===== src/rtl/data_memory.sv =====
// data_memory: word-addressed data memory on the datapath load/store bus.
// Each access waits WAIT_CYCLES states and then retires in the DONE state,
// which raises Ready for exactly one cycle. The memory contents are cleared by reset.
// Optional feature macro: DMEM_LED_PORT_EN. When it is defined, the all-ones word
// index maps to the led output register instead of to memory.
module data_memory #(
    parameter int NBITS       = 8,
    parameter int NWORDS      = 2**(NBITS-2),
    parameter int WAIT_CYCLES = 2
) (
    input  logic             clock,
    input  logic             reset,
    input  logic [NBITS-1:2] Address,
    input  logic [NBITS-1:0] WriteData,
    input  logic             MemRead,
    input  logic             MemWrite,
    output logic [NBITS-1:0] ReadData,
    output logic             Ready,
    output logic             Busy,
    output logic [NBITS-1:0] led
);

    localparam int AW = NBITS - 2;
    localparam int IW = (NWORDS > 1) ? $clog2(NWORDS) : 1;
    localparam logic [3:0]  WAIT_INIT = WAIT_CYCLES[3:0];
    localparam logic [AW:0] NWORDS_W  = NWORDS[AW:0];

    typedef enum logic [1:0] {
        IDLE = 2'd0,
        WAIT = 2'd1,
        DONE = 2'd2
    } state_t;

    state_t           state_q, state_d;
    logic [3:0]       cnt_q, cnt_d;
    logic [AW-1:0]    addr_q, addr_d;
    logic [NBITS-1:0] wdata_q, wdata_d;
    logic             wr_q, wr_d;

    logic [NBITS-1:0] mem_q [NWORDS];
    logic [NBITS-1:0] rdata_q;
    logic             ready_q;
    logic             busy_q;
    logic [NBITS-1:0] led_q;

    // Operands seen by the retiring access. In IDLE with zero wait states the
    // access retires on the accepting edge, so the live inputs are used directly.
    logic [AW-1:0]    acc_addr_s;
    logic [NBITS-1:0] acc_wdata_s;
    logic             acc_wr_s;
    logic             retire_s;
    logic             in_range_s;
    logic             led_hit_s;
    logic             mem_hit_s;
    logic [IW-1:0]    mem_idx_s;
    logic [NBITS-1:0] rd_val_s;

    // Next-state logic: accept in IDLE, count down in WAIT, retire through DONE.
    always_comb begin
        state_d     = state_q;
        cnt_d       = cnt_q;
        addr_d      = addr_q;
        wdata_d     = wdata_q;
        wr_d        = wr_q;
        acc_addr_s  = addr_q;
        acc_wdata_s = wdata_q;
        acc_wr_s    = wr_q;
        case (state_q)
            IDLE: begin
                if (MemRead || MemWrite) begin
                    addr_d      = Address;
                    wdata_d     = WriteData;
                    wr_d        = MemWrite;
                    cnt_d       = WAIT_INIT;
                    acc_addr_s  = Address;
                    acc_wdata_s = WriteData;
                    acc_wr_s    = MemWrite;
                    if (WAIT_INIT == 4'd0) begin
                        state_d = DONE;
                    end else begin
                        state_d = WAIT;
                    end
                end else begin
                    state_d = IDLE;
                end
            end
            WAIT: begin
                if (cnt_q <= 4'd1) begin
                    cnt_d   = 4'd0;
                    state_d = DONE;
                end else begin
                    cnt_d   = cnt_q - 4'd1;
                    state_d = WAIT;
                end
            end
            DONE: begin
                cnt_d   = 4'd0;
                state_d = IDLE;
            end
            default: begin
                cnt_d   = 4'd0;
                state_d = IDLE;
            end
        endcase
    end

    // Address decode and read mux for the retiring access.
    always_comb begin
        retire_s   = (state_d == DONE) && (state_q != DONE);
        in_range_s = ({1'b0, acc_addr_s} < NWORDS_W);
        mem_idx_s  = acc_addr_s[IW-1:0];
`ifdef DMEM_LED_PORT_EN
        led_hit_s  = (acc_addr_s == {AW{1'b1}});
`else
        led_hit_s  = 1'b0;
`endif
        mem_hit_s  = in_range_s && !led_hit_s;
        if (led_hit_s) begin
            rd_val_s = led_q;
        end else if (mem_hit_s) begin
            rd_val_s = mem_q[mem_idx_s];
        end else begin
            rd_val_s = {NBITS{1'b0}};
        end
    end

    // Control state, latched operands and registered handshake outputs.
    always_ff @(posedge clock) begin
        if (reset) begin
            state_q <= IDLE;
            cnt_q   <= 4'd0;
            addr_q  <= {AW{1'b0}};
            wdata_q <= {NBITS{1'b0}};
            wr_q    <= 1'b0;
            ready_q <= 1'b0;
            busy_q  <= 1'b0;
            rdata_q <= {NBITS{1'b0}};
        end else begin
            state_q <= state_d;
            cnt_q   <= cnt_d;
            addr_q  <= addr_d;
            wdata_q <= wdata_d;
            wr_q    <= wr_d;
            ready_q <= retire_s;
            busy_q  <= (state_d != IDLE);
            if (retire_s && !acc_wr_s) begin
                rdata_q <= rd_val_s;
            end
        end
    end

    // Memory array: cleared by reset, written when a store retires in range.
    always_ff @(posedge clock) begin
        if (reset) begin
            for (int i = 0; i < NWORDS; i++) begin
                mem_q[i] <= {NBITS{1'b0}};
            end
        end else if (retire_s && acc_wr_s && mem_hit_s) begin
            mem_q[mem_idx_s] <= acc_wdata_s;
        end
    end

    // Memory-mapped led register, updated when a store to its index retires.
    always_ff @(posedge clock) begin
        if (reset) begin
            led_q <= {NBITS{1'b0}};
        end else if (retire_s && acc_wr_s && led_hit_s) begin
            led_q <= acc_wdata_s;
        end
    end

    assign ReadData = rdata_q;
    assign Ready    = ready_q;
    assign Busy     = busy_q;
    assign led      = led_q;

endmodule


===== config.mk =====
export PLATFORM = sky130hd
export DESIGN_NAME = data_memory
export DESIGN_NICKNAME = d
export VERILOG_FILES = /design/src/rtl/data_memory.sv
export SDC_FILE = /design/constraint.sdc
export NUM_CORES = 1
export LEC_CHECK = 0
export ABC_CLOCK_PERIOD_IN_PS = 7640
export BUFFER_PORTS_ARGS = -buffer_cell sky130_fd_sc_hd__clkbuf_2
export CORE_ASPECT_RATIO = 1.4
export CORE_UTILIZATION = 53
export DETAILED_ROUTE_END_ITERATION = 12
export PLACE_DENSITY = 0.69
export RECOVER_POWER = 25
export SYNTH_ARGS = -nofsm -noshare
export SYNTH_HDL_FRONTEND = slang
export SYNTH_SLANG_ARGS = --single-unit

===== constraint.sdc =====
create_clock -name clock -period 7.64 [get_ports clock]
set_input_delay 0.764 -clock clock [delete_from_list [all_inputs] [get_ports clock]]
set_output_delay 0.764 -clock clock [all_outputs]
set_load 0.01 [all_outputs]

* Word level (Yosys, flattened, before mapping)
Memories as Yosys holds them, arrays and structs flattened. A register that Yosys moved wholly into a read port is not among the register bits. Index checks and enable logic that the tools add are counted.
Storage, ports and cells: bits in registers 23, bits in latches 0, RAM bits 512, ROM bits 0, bits of input ports 18, output and inout bits 18, word-level logic and storage cells 42, memories 1
Cells by class: add/subtract/negate cells 1, $mul 0, div/mod/pow operators 0, order comparisons 1, equal/unequal tests 4, shifts and indexed selects 0, multiplexer cells 20, bitwise logic cells 0, reductions and logical operators 8
Memory list:
- mem_q | words 64, bits a word 8, rd ports 1, clocked after memory_dff 1, write ports 64, RTL line 40 | logic [NBITS-1:0] mem_q [NWORDS];
Operators with widths (number):
- 8-bit 2-to-1 mux | 3
- 6-bit 2-to-1 mux | 3
- 1-bit 2-to-1 mux | 9
- 4-bit 2-to-1 mux | 2
- 4-bit one-hot mux with 2 select lines | 1
- 8-bit OR reduction | 1
- 4-bit by 1-bit <= comparator with 1-bit output (second input constant) | 1
- 2-bit != test (second input constant) | 2
- 2-bit one-hot mux with 2 select lines | 1
- 4-bit by 1-bit subtractor with 4-bit output (second input constant) | 1
- 1-bit logical AND | 3
- 2-bit by 1-bit == test with 1-bit output (second input constant) | 1
- 2-bit == test (second input constant) | 1
- 2-bit logical NOT | 1
- 2-bit 2-to-1 mux | 1
- 2-bit nonzero test | 1
- 1-bit logical NOT | 1
- 1-bit logical OR | 1

* Longest topological paths before layout
Gate-level depths: netlist (run 1).
depth in word-level cells 11, gate-level depth with buffers 12, mapped depth without buffers 9

* Least setup slack after synthesis (run 1)
OpenSTA, ideal clock, no wires.
path kind input port to flip-flop, from input MemWrite, to memory mem_q[45][0], enable pin, setup time 334 ps, arrival 2777 ps, data required time 7306 ps, path slack 4529 ps, stages on the path 10, path buffers 4, cell sequence or2_1 -> buf_4 -> buf_6 -> nand2_1 -> buf_2 -> mux2_1 -> nor2_1 -> buf_2 -> nand2_1 -> nand2b_1
RTL lines:
- start: declaration | RTL line 16 | input logic MemWrite,
- end: declaration | RTL line 40

* Final worst setup path (run 1)
from register state_q[0], to register rdata_q[2] (netlist: ReadData[2]) (read register of mem_q)
Between the ends: word-level cells in the longest chain between the ends 5, elaborated cells between the ends (all ways) 10, those cells by class 3 x eq/ne; 3 x mux; 4 x reduce/logical
Ends and longest elaborated chain:
- start: declaration | RTL line 34 | state_t state_q, state_d;
- start signal: assignment | RTL line 139 | state_q <= state_d;
- 2-bit by 1-bit == test with 1-bit output or 2-bit logical NOT (tied branches) | RTL line 68 | case (state_q)
- 2-bit one-hot mux with 2 select lines | RTL line 68
- 2-bit == test | RTL line 109 | retire_s = (state_d == DONE) && (state_q != DONE);
- 1-bit logical AND | RTL line 109
- 1-bit logical AND | RTL line 146 | if (retire_s && !acc_wr_s) begin
- end: declaration | RTL line 41 | logic [NBITS-1:0] rdata_q;
Several ways; a longest one is shown, not always the timed one. A chain may end at the register's enable or synchronous reset.

==> out/metrics.cfg, run 1 <==
[synthesis]
synthArstFlopShare_pct = 0
ys_ff_latch = 543
synth_cell_type_count = 75
synth_area_per_cell_um2 = 11.6
synth_edf_count = 512
netlist_area_um2 = 24300
netlist.area_leader.share_pct = 63.2
yosysWarnings = 0
synth.most_common_cell = nor2_1
synth_common_cells = 552 x nor2_1, 512 x edfxtp_1, 141 x o21ai_0
syn_inst = 2106
postSynth.topFlopCell = edfxtp_1
yosys.area.top_type = edfxtp_1
synthTopCellsByArea = edfxtp_1 63%, nor2_1 8.5%, o21ai_0 2.9%, a22oi_1 2.7%, dfxtp_1 2.6%
ys_seq_area_share_pct = 65.8

[cts]
clkTransAtPathRegs_ns = 0.07
cts.hold.buffers_added = 0
ctsResizeCount = 0
cts_setup_buffers = 0
cts_buffer_depth = 3
clockRootBuffer = clkbuf_16
cts_tree = done
cts_sinks = 543
cts_buffers = 49
htreeDepth = 2
clkLatencyLatePin_ns = 0.59

[routing]
drtAntennaViolNets = 0
vias_per_cell = 6.60
first_pass_iters = 8
vias = 17900
drtIter0Drc = 2552
drc = 0
finalWirelength_mm = 78.4
drt-wirelength-per-cell_um = 28.9

[power]
p_leak_nw = 8.93
irDropWorstVdd_uv = 244
p_total_w = 0.00692
p_per_area_nw_per_um2 = 261

[global_route]
grt_pass1_wl_mm = 113
grt_max_degree = 66
grt.overflow.total = 0
antenna_found_initial = 2
grt_usage_pct = 33.6
grt_pass1_vias = 17000

[layout]
area_growth_pct = 9.08
multi_input_comb_area_um2 = 7670
regArea_um2 = 16000
finalInstanceArea_um2 = 26500
drive_gt1_share_pct = 8.99
fillers = 3694
final_nets = 2081

[critical_path]
worstPathRequired_ns = 8.07
worst-r2r-cell-count = 8
reg2reg_slack_ns = 1.82
r2r-start = state_q[0]$_SDFF_PP0_
cp-end-kind = register
cp.arrival_ns = 6.25
critical_path_class = register to register
worstSetupStartpointType = register
critPathMaxFanout = 18
r2r-end = ReadData[2]$_SDFFE_PP0P_

[floorplan]
die_h_um = 255
rows = 92
initial_core_util_pct = 53.9
pin_count = 36
dieArea_um2 = 46800
fp.coreArea_um2 = 45100
dieWidth_um = 183

[hold_path]
min-delay-path-class = input pin to register
hold_path_end = addr_q[4]$_SDFF_PP0_
min_path_cells = 3
min_from = Address[6]

[placed_design]
placed_cell_area_um2 = 25000
port_buffers = 27
hpwl_mm = 49.6
gp_congestion = 0.986

[sta]
hold_viol_final = 0
fin_skew_ns = 0.0257
min_period_ns = 5.82
fin_tns_setup_ns = 0
worstMarginPinSlew_ns = 2.29
setup_viol = 0
finalCritPeriodShare_pct = 76.2
maxSlewViolCount = 469
fmax_mhz = 172
hold_slack_ns = 0.479
slew_headroom_pct = -52.9
rsz0062_at_grt = no

[outcome]
status = finished with violations
failed_checks = capacitance limit, slew limit

[job]
max_cap_violations = 11

==> flip-flops by register name (all words and copies together), names as in the netlist <==
| register | count |
|---|---|
| Ready | 1 |
| state_q | 2 |
| cnt_q | 4 |
| Busy | 1 |
| wr_q | 1 |
| wdata_q | 8 |
| ReadData | 8 |
| mem_q | 512 |
| addr_q | 6 |
==> cells in the final DEF, fill, tap and decap left out, drive strengths merged, types with 19 or more instances in the layout <==
master,count
a2111oi,24
a21oi,67
a22oi,87
a31oi,34
buf,39
clkbuf,99
dfxtp,31
edfxtp,512
mux2i,19
nand2,84
nand2b,73
nand3,66
nor2,556
o21a,54
o21ai,146
==> worst max-delay path by stage <==
stage                               start                         end
floorplan                        MemWrite  mem_q[45][0]$_SDFFCE_PN0P_
global placement                  MemRead    ReadData[2]$_SDFFE_PP0P_
detailed placement               MemWrite    ReadData[2]$_SDFFE_PP0P_
CTS                              MemWrite    ReadData[2]$_SDFFE_PP0P_
global route        state_q[1]$_SDFF_PP0_    ReadData[2]$_SDFFE_PP0P_
finish              state_q[0]$_SDFF_PP0_    ReadData[2]$_SDFFE_PP0P_
==> stage by stage <==
| step | util, % | setup slack [ns] | instances |
|---|---|---|---|
| final | 58.8 | 1.82 | 2714 |
| after global routing | 58.8 | 1.56 | 2713 |
| after CTS | 58.9 | 3.24 | 2713 |
| after detailed placement | 55.4 | 2.65 | 2621 |
| after global placement | 55.4 | 2.64 | 2621 |
| after floorplan | - | 4.53 | 2113 |
==> routing by layer <==
| metal | vias up | track usage [%] | routed length (µm) |
|---|---|---|---|
| li1 | 7599 | - | - |
| met1 | 8558 | 41.0 | 25500 |
| met2 | 1386 | 54.7 | 37300 |
| met3 | 356 | 5.60 | 8860 |
| met4 | 2 | 22.6 | 6790 |
| met5 | - | 0 | 13 |
==> report_power, final <==
group	internal, W	switching [W]
clock network	0.00140	0.00110
logic	0.000220	0.000779
registers	0.00336	0.0000641
total	0.00498	0.00194
==> cells by family (layout without fill, tap and decap cells) <==
logic type,after synthesis,count (layout),synth area share (%)
fa+ha+maj,2,2,0.103
simple gates,856,856,15.9
buf+inv,185,174,3.52
other cells,1,9,0.0154
flops,543,543,65.8
compound gates,491,491,13.5
xor+xnor,3,3,0.108
mux,25,25,1.06
==> layout make-up <==
cell class	count	area share, %
flip-flops and latches	543	60.3
multi-input cells	1385	28.9
clock buffers	65	5.16
well taps	611	2.88
repair buffers	73	1.69
clock inverters	27	0.920
inverters	9	0.127
diodes	1	0.00943
==> worst max-delay path, cell delays in order, from the launching register on <==
cell and delay [ns]:
dfxtp_1 0.32, nor2_1 1.39, nand2_1 0.86, clkbuf_1 0.65, a21oi_2 1.12, a21oi_1 0.08, o41ai_1 0.90, o211a_1 0.26
a31oi_1 0.07
(Power assumes the default switching activity.)
==> run 2, diff against run 1 <==
ABC_CLOCK_PERIOD_IN_PS = 6000   (was 7640)
clock period = 6 ns   (was 7.64 ns; I/O delays follow)
==> run 2 against run 1 <==
Net effect:
- the flow still finishes with violations (capacitance limit, slew limit)
- global-route usage grew 0.34 points
- non-clock buffer count up 19
- sequential power rose by 27%
- fmax grew 20%
- combinational power grew 27%
- final cell count up 0.63%
- clock power is 26% higher
- clock skew shrank 0.0046 ns
- critical path type unchanged
==> out/metrics.cfg, run 2 (synthesis gave the netlist of run 1 again) <==
[outcome]
status = finished with violations  ; unchanged
failed_checks = capacitance limit, slew limit  ; unchanged

[critical_path]
crit_buf_inv = 1  ; unchanged
reg2reg_slack_ns = 1.14  ; was 1.82 ns
slowest_stage = o41ai_1  ; was nor2_1
cp_cell_sequence = or2_0 > clkbuf_1 > nor2_1 > a31oi_4 > a21oi_1 > o41ai_1 > nand3_1 > o31a_1  ; was nor2_1 > nand2_1 > clkbuf_1 > a21oi_2 > a21oi_1 > o41ai_1 > o211a_1 > a31oi_1
cpPeakStageDelay_ns = 1.11  ; was 1.39 ns
worstPathRequired_ns = 6.49  ; was 8.07 ns
cp-end-kind = register  ; unchanged
critical_path_class = register to register  ; unchanged
r2r-start = state_q[0]$_SDFF_PP0_  ; unchanged
crit_family = compound AO/OA/AOI/OAI gates  ; unchanged
worstSetupStartpointType = register  ; unchanged
worst-r2r-cell-count = 8  ; unchanged
r2r-end = ReadData[7]$_SDFFE_PP0P_  ; was ReadData[2]$_SDFFE_PP0P_
path_depth = 8  ; unchanged
critPathMaxFanout = 17  ; was 18
cp.arrival_ns = 5.35  ; was 6.25 ns

[hold_path]
min_path_cells = 3  ; unchanged
min-delay-path-class = input pin to register  ; unchanged
hold_path_end = addr_q[4]$_SDFF_PP0_  ; unchanged
min_from = Address[6]  ; unchanged

[layout]
largest_reg_flops = 512  ; unchanged
top_register = mem_q  ; unchanged
fillers = 3618  ; was 3694
antennaDiodeCount = 0  ; was 1
layout_commonest_cell = nor2_1  ; unchanged
drive_gt1_share_pct = 9.39  ; was 8.99%
area_growth_pct = 9.54  ; was 9.08%
layout_common_cells = 552 x nor2_1, 512 x edfxtp_1, 142 x o21ai_0, 87 x a22oi_1, 76 x nand2_1  ; was 553 x nor2_1, 512 x edfxtp_1, 141 x o21ai_0, 87 x a22oi_1, 75 x nand2_1
final_nets = 2102  ; was 2081

[power]
p_leak_nw = 8.95  ; was 8.93 nW
switching_share_pct = 28.4  ; was 28.1%
power_frac_comb_pct = 14.5  ; was 14.4%
irDropWorstVdd_uv = 238  ; was 244 µV
p_int_w = 0.00630  ; was 0.00498 W
p_per_area_nw_per_um2 = 330  ; was 261 nW/µm²
seqPwrFrac_pct = 49.6  ; was 49.4%
netSwitchingPower_w = 0.00249  ; was 0.00194 W
clockPowerShare_pct = 36.0  ; was 36.1%

[sta]
fin_tns_setup_ns = 0  ; unchanged
min_period_ns = 4.86  ; was 5.82 ns
finalCritPeriodShare_pct = 81.0  ; was 76.2%
maxSlewViolCount = 47  ; was 469
setup_viol = 0  ; unchanged
fmax_mhz = 206  ; was 172 MHz
fin_ws_ns = 1.14  ; was 1.82 ns
hold_viol_final = 0  ; unchanged
worstMarginPinSlew_ns = 1.94  ; was 2.29 ns
rsz0062_at_grt = no  ; unchanged
fin_skew_ns = 0.0210  ; was 0.0257 ns
slew_headroom_pct = -29.3  ; was -52.9%

[cts]
cts_buffer_depth = 3  ; unchanged
cts_setup_buffers = 0  ; unchanged
htreeDepth = 2  ; unchanged
cts_tree = done  ; unchanged
cts.hold.buffers_added = 0  ; unchanged
clkTransAtPathRegs_ns = 0.07  ; about the same
ctsResizeCount = 0  ; unchanged
cts_sinks = 543  ; unchanged
clkLatencyLatePin_ns = 0.61  ; was 0.59 ns
cts_buffers = 51  ; was 49
clockRootBuffer = clkbuf_16  ; unchanged

[routing]
finalWirelength_mm = 79.3  ; was 78.4 mm
drc = 0  ; unchanged
drtIter0Drc = 2899  ; was 2552
vias = 18200  ; was 17.9k
first_pass_iters = 9  ; was 8
drtAntennaViolNets = 0  ; unchanged
vias_per_cell = 6.66  ; was 6.60
drt-wirelength-per-cell_um = 29.0  ; was 28.9 µm

[placed_design]
port_buffers = 27  ; unchanged
gp_congestion = 1.02  ; was 0.986
hpwl_mm = 50.8  ; was 49.6 mm
pre_cts_ws_ns = 1.30  ; was 2.65 ns

[floorplan]
initial_core_util_pct = 53.9  ; unchanged
dieArea_um2 = 46800  ; unchanged
fp.coreArea_um2 = 45100  ; unchanged
rows = 92  ; unchanged
die_h_um = 255  ; unchanged
dieWidth_um = 183  ; unchanged
pin_count = 36  ; unchanged

[global_route]
grt_pass1_wl_mm = 114  ; was 113 mm
grt.overflow.total = 0  ; unchanged
grt_usage_pct = 33.9  ; was 33.6%
grt_pass1_vias = 17400  ; was 17.0k
antenna_found_initial = 0  ; was 2
grt_max_degree = 66  ; unchanged

[job]
max_cap_violations = 2  ; was 11

[run 2: cell count changes in the layout (fill, tap and decap cells not counted), moves of 2 or more]
| cell | change |
|---|---|
| clkbuf_1 | +10 |
| clkbuf_2 | -7 |
| or2_1 | -3 |
| or2_0 | +2 |
| buf_4 | +18 |
[run 2: through the flow]
step / std cells / total power (W) / util (%) / instance area [µm²] / hold WS (ns)
after floorplan: 2113 / 0.00514 / - / 24400 / 0.463
after global placement: 2640 / 0.00567 / 55.7 / 25100 / 0.508
after detailed placement: 2640 / 0.00568 / 55.7 / 25100 / 0.510
after CTS: 2731 / 0.00875 / 59.2 / 26700 / 0.276
after global routing: 2731 / 0.00895 / 59.1 / 26600 / 0.306
final: 2731 / 0.00880 / 59.1 / 26600 / 0.286
[run 2: worst max-delay path by stage]
stage / startpoint / to / slack (ns)
after floorplan: MemWrite / mem_q[45][0]$_SDFFCE_PN0P_ / 3.05
after global placement: MemRead / mem_q[36][3]$_SDFFCE_PN0P_ / 1.41
after detailed placement: MemRead / mem_q[37][3]$_SDFFCE_PN0P_ / 1.30
after CTS: state_q[1]$_SDFF_PP0_ / mem_q[52][2]$_SDFFCE_PN0P_ / 1.84
after global routing: MemRead / mem_q[33][0]$_SDFFCE_PN0P_ / 0.94
final: state_q[0]$_SDFF_PP0_ / ReadData[7]$_SDFFE_PP0P_ / 1.14
[run 2: layer usage]
metal / vias up / global-route usage [%] / share of wire (%)
li1: 7619 / - / -
met1: 8757 / 40.5 / 33
met2: 1450 / 55.8 / 48
met3: 372 / 5.73 / 11
met4: 0 / 23.7 / 8.2
met5: - / 0 / 0
[run 2: power groups by stage]
| stage | combinational (W) | sequential, W | clock (W) |
|---|---|---|---|
| finish | 0.00127 | 0.00436 | 0.00316 |
| global route | 0.00130 | 0.00437 | 0.00329 |
| CTS | 0.00124 | 0.00436 | 0.00315 |
| detailed placement | 0.00124 | 0.00444 | 0 |
| global placement | 0.00123 | 0.00443 | 0 |
| floorplan | 0.000744 | 0.00440 | 0 |
[run 2: worst reg2reg max path: stages, from the launching register on]
cell	delay (ns)
dfxtp_1	0.42
or2_0	0.85
clkbuf_1	0.62
nor2_1	0.34
a31oi_4	0.73
a21oi_1	0.12
o41ai_1	1.11
nand3_1	0.24
o31a_1	0.34
[run 2: area by class of cell]
cell class                 instances  area (µm²)  share of cell area [%]
clock inverter                    24         211                   0.794
sequential                       543       16000                    60.0
tap                              611         764                    2.87
clock buffer                      67        1370                    5.13
inverter                           9        33.8                   0.127
timing repair buffer              92         594                    2.23
multi-input combinational       1385        7680                    28.8
